--- config.mk ---
export PLATFORM = sky130hd
export DESIGN_NAME = shifter_seq
export DESIGN_NICKNAME = d
export VERILOG_FILES = /design/src/rtl/shifter_seq.sv
export SDC_FILE = /design/constraint.sdc
export NUM_CORES = 1
export LEC_CHECK = 0
export BUFFER_PORTS_ARGS = -buffer_cell sky130_fd_sc_hd__buf_2
export CORE_ASPECT_RATIO = 1.2
export CORE_MARGIN = 8
export CORE_UTILIZATION = 51
export DETAILED_ROUTE_END_ITERATION = 16
export MAX_ROUTING_LAYER = met4
export PLACE_DENSITY = 0.75
export RECOVER_POWER = 50
export SYNTH_ARGS = -nofsm -noshare
export SYNTH_HDL_FRONTEND = slang
export SYNTH_SLANG_ARGS = --single-unit
--- constraint.sdc ---
create_clock -name clk -period 2.1 [get_ports clk]
set_clock_uncertainty 0.2 [all_clocks]
set_input_delay 0.21 -clock clk [delete_from_list [all_inputs] [get_ports clk]]
set_output_delay 0.21 -clock clk [all_outputs]
set_load 0.01 [all_outputs]
--- src/rtl/shifter_seq.sv ---
// rtl/shifter_seq.sv - multi-cycle shifter, one bit position per clock, with valid/ready handshakes
module shifter_seq #(
  parameter int DSIZE  = 16,
  parameter int OPSIZE = 3,
  parameter int AWIDTH = 5
) (
  input  logic              clk,
  input  logic              rst_n,
  input  logic              in_valid,
  output logic              in_ready,
  input  logic [OPSIZE-1:0] op,
  input  logic [AWIDTH-1:0] amt,
  input  logic [DSIZE-1:0]  data_b,
  output logic              out_valid,
  input  logic              out_ready,
  output logic [DSIZE-1:0]  f,
  output logic              c,
  output logic              z
);

  typedef enum logic [1:0] {
    S_IDLE = 2'd0,
    S_BUSY = 2'd1,
    S_DONE = 2'd2
  } state_t;

  localparam logic [OPSIZE-1:0] OP_SLL = OPSIZE'(1);
  localparam logic [OPSIZE-1:0] OP_ROR = OPSIZE'(2);
  localparam logic [OPSIZE-1:0] OP_ROL = OPSIZE'(3);
  localparam logic [OPSIZE-1:0] OP_SRA = OPSIZE'(4);

  state_t              state_q, state_d;
  logic [DSIZE-1:0]    data_q, data_d;
  logic [AWIDTH-1:0]   cnt_q, cnt_d;
  logic [OPSIZE-1:0]   op_q, op_d;
  logic                c_q, c_d;

  logic [DSIZE-1:0]    step_data;
  logic                step_bit;
  logic                accept;

  // Single 1-bit step of the latched op; unused codes fall back to SRL.
  always_comb begin
    step_data = {1'b0, data_q[DSIZE-1:1]};
    step_bit  = data_q[0];
    case (op_q)
      OP_SLL: begin
        step_data = {data_q[DSIZE-2:0], 1'b0};
        step_bit  = data_q[DSIZE-1];
      end
      OP_ROR: begin
        step_data = {data_q[0], data_q[DSIZE-1:1]};
        step_bit  = data_q[0];
      end
      OP_ROL: begin
        step_data = {data_q[DSIZE-2:0], data_q[DSIZE-1]};
        step_bit  = data_q[DSIZE-1];
      end
      OP_SRA: begin
        step_data = {data_q[DSIZE-1], data_q[DSIZE-1:1]};
        step_bit  = data_q[0];
      end
      default: begin
        step_data = {1'b0, data_q[DSIZE-1:1]};
        step_bit  = data_q[0];
      end
    endcase
  end

  // A held result retiring and a new request can share the same edge.
  assign in_ready = (state_q == S_IDLE) || ((state_q == S_DONE) && out_ready);
  assign accept   = in_valid && in_ready;

  always_comb begin
    state_d = state_q;
    data_d  = data_q;
    cnt_d   = cnt_q;
    op_d    = op_q;
    c_d     = c_q;
    case (state_q)
      S_BUSY: begin
        data_d = step_data;
        c_d    = step_bit;
        cnt_d  = cnt_q - AWIDTH'(1);
        if (cnt_q == AWIDTH'(1)) begin
          state_d = S_DONE;
        end
      end
      default: begin
        if (accept) begin
          data_d  = data_b;
          op_d    = op;
          cnt_d   = amt;
          c_d     = 1'b0;
          state_d = (amt == '0) ? S_DONE : S_BUSY;
        end else if ((state_q == S_DONE) && out_ready) begin
          state_d = S_IDLE;
        end
      end
    endcase
  end

  always_ff @(posedge clk or negedge rst_n) begin
    if (!rst_n) begin
      state_q <= S_IDLE;
      data_q  <= '0;
      cnt_q   <= '0;
      op_q    <= '0;
      c_q     <= 1'b0;
    end else begin
      state_q <= state_d;
      data_q  <= data_d;
      cnt_q   <= cnt_d;
      op_q    <= op_d;
      c_q     <= c_d;
    end
  end

  assign out_valid = (state_q == S_DONE);
  assign f         = data_q;
  assign c         = c_q;
  assign z         = ~|data_q;

endmodule

==> summary.txt <==
STA
  – Final WS setup: 0.2158 ns
  – Final Max Slew Viols: 0
  – Setup TNS: 0 ns
  – Max frequency: 0.5307 GHz
  – Final setup viols: 0
  – Period minus WS final: 1.884 ns
  – Worst slew margin relative to its limit: 54.29%
  – WHS: 0.01417 ns
  – Slew @ Worst Pin: 0.6857 ns
  – Final period util: 89.73%
  – Final hold vios: 0
  – Unrepaired setup endpoints after global routing: false

Synthesis
  – Synthesized area per cell: 8.978 um^2
  – Synth area leader: dfrtp_1
  – Area contributors post-synth: dfrtp_1 41%, nand2_1 10%, a211oi_2 7.7%
  – Post-synth top flop: dfrtp_1
  – Async SR Flop Fraction: 100.0%
  – Synth cell count leaders: 44 x nand2_1, 27 x dfrtp_1, 17 x nor2b_1, 16 x a31oi_1, 11 x nor2_1
  – Area share of the largest cell type after synthesis: 41.35%
  – Post-Synthesis Cells: 182
  – Cell with the most instances after synthesis: nand2_1
  – Synth Warn #: 0
  – Mapped Nets: 212
  – Register bit total from synthesis: 27
  – Post-synth EDFFs: 0
  – Synthesized area: 0.001634 mm^2
  – Seq/Total Area, Yosys: 41.35%
  – Synth unique cells: 34

Clocking
  – Total CTS buffers: 3
  – PostCTS Resize Cnt: 0
  – Clock Latency Late Sink: 0.34 ns
  – Post-CTS Hold Buffers: 24
  – Clock root cell: clkbuf_4
  – Setup repair bufs after CTS: 0
  – H-tree levels: 1
  – CTS Buffer Depth: 2
  – TritonCTS clock tree: built
  – Clock-pin slew on the worst setup and hold paths: 0.15 ns
  – Sink Count: 27

Detailed routing
  – DRT Pass-1 Iters: 4
  – 1st-iter DRT viols: 145
  – Via count: 1622
  – Remaining DRCs: 0
  – Total Routed Length: 4389 um
  – DR WL/cell: 15.40 um
  – DRT antenna net count: 0
  – Vias per Instance: 5.691

Floorplanning
  – Starting Density: 53.48%
  – Die ar.: 0.005279 mm^2
  – Core footprint: 0.003055 mm^2
  – DIE HEIGHT: 78.01 um
  – Cell Rows: 22
  – Top-level I/O count: 48
  – Die width: 67.67 um

Worst setup path
  – Critical path's largest stage delay: 0.45 ns
  – R2R setup slack: 0.33 ns
  – Crit path from: f[12]$_DFFE_PN0P_
  – Setup crit end: z
  – FF-to-FF End: f[9]$_DFFE_PN0P_
  – Startpoint Class: flop
  – Crit Reg-Reg Startpoint: state_q[0]$_DFFE_PN0P_
  – Slowest cell on crit path: dfrtp_1
  – WP depth: 3
  – Setup CP Type: flop to output port
  – Req. time, crit path: 1.69 ns
  – CP top delay family: simple AND/OR/NAND/NOR gates
  – CP Capture Type: output port
  – Critical path cell sequence: nor4_1 > and4_1 > buf_2
  – Worst-case reg-to-reg path depth: 5
  – Critical Path Fanout Max: 5
  – WP buf/inv: 1
  – CP arrival: 1.47 ns

Place
  – Worst slack, placed: 0.3641 ns
  – Port Buf Inserts: 47
  – Post-DP HPWL: 3110 um
  – Dpl cells: 257
  – GP Congestion: 0.7996
  – Cell Area, Placed: 0.001859 mm^2

GRT
  – First-pass GRT wire length: 7424 um
  – Largest net degree at the start of global routing: 32
  – Grt ovf: 0
  – Initial antenna violation count: 0
  – Gr usage total: 17.59%
  – Vias in the first global route: 1688

Final layout
  – Nets: 280
  – Final Cell Area: 0.002113 mm^2
  – Area of the multi-input gates: 865.8 um^2
  – FILL cells: 247
  – Final Util: 69.16%
  – Layout Cells excl Fill: 285
  – Layout cell share with drive strength beyond 1: 23.69%
  – Reg area: 675.6 um^2
  – Antenna Cells: 0
  – Area delta synth->final: 29.33%

Pwr
  – Leak Pwr: 0.9230 nW
  – Max VDD drop: 0.8639 mV
  – Pwr Total: 3.038 mW
  – Pwr Density: 1438 mW/mm^2

Status
  – Outcome: finished clean

Hold path
  – Worst min path class: primary input to flop

Flow run
  – Max Cap Viol: 0
[worst min-delay path, cell delays in order]
cell,delay [ns]
buf_2,0.10
a31oi_1,0.09
a21oi_1,0.12
[report_power, final]
part,switching [mW],leakage (nW),internal (mW)
clock network,0.166,0.0150,0.0746
logic,0.921,0.596,0.746
registers,0.342,0.312,0.789
[routing by layer]
layer	vias to the layer above	GRT usage (%)	share of wire, %
li1	782	-	-
met4	0	5.241	1.1
met1	774	20.40	42
met3	8	2.299	6.3
met5	-	-	0
met2	58	30.20	51
[worst min-delay path by stage]
stage | slack, ns | endpoint | from | cells after the start
3_5_place_dp | 0.06 | f[10]$_DFFE_PN0P_ | rst_n | 1
2_1_floorplan | -0.29 | c$_DFFE_PN0P_ | rst_n | 0
3_3_place_gp | 0.05 | f[10]$_DFFE_PN0P_ | rst_n | 1
4_1_cts | 0.01 | state_q[0]$_DFFE_PN0P_ | in_valid | 3
5_1_grt | 0.03 | state_q[0]$_DFFE_PN0P_ | in_valid | 3
6_report | 0.01 | state_q[0]$_DFFE_PN0P_ | in_valid | 3
[cell usage in the layout, fill, tap and decap left out, types with 3 or more instances in the layout]
master / n
buf_4: 4
nor4_1: 5
clkbuf_4: 3
nor2b_1: 17
a21oi_1: 4
a211oi_2: 10
a31oi_1: 16
nand2b_1: 4
nand2_1: 44
buf_2: 36
dfrtp_1: 27
nor2_1: 11
a211oi_1: 5
dlygate4sd3_1: 24
clkbuf_1: 11
[logic make-up after synthesis]
logic type                 after synthesis  synth area share, %
DFF                                     27                41.35
buffers and inverters                   14                5.666
adders and majority gates                2                1.531
muxes                                    2                1.302
and+or+nand+nor                         91                27.41
AOI/OAI and AO/OA                       46                22.74
[flip-flops by register name, summed over array words and instances (netlist names)]
register	cells
f	16
cnt_q	5
op_q	3
state_q	2
c	1
[area by class of cell]
class                           instances  share of cell area (%)
Multi-Input combinational cell        141                   40.97
Sequential cell                        27                   31.97
Timing Repair Buffer                   75                   23.33
Tap cell                               36                   2.131
Inverter                                2                  0.3552
Clock buffer                            4                   1.243
No activity file was read; power rests on OpenSTA's default activity.
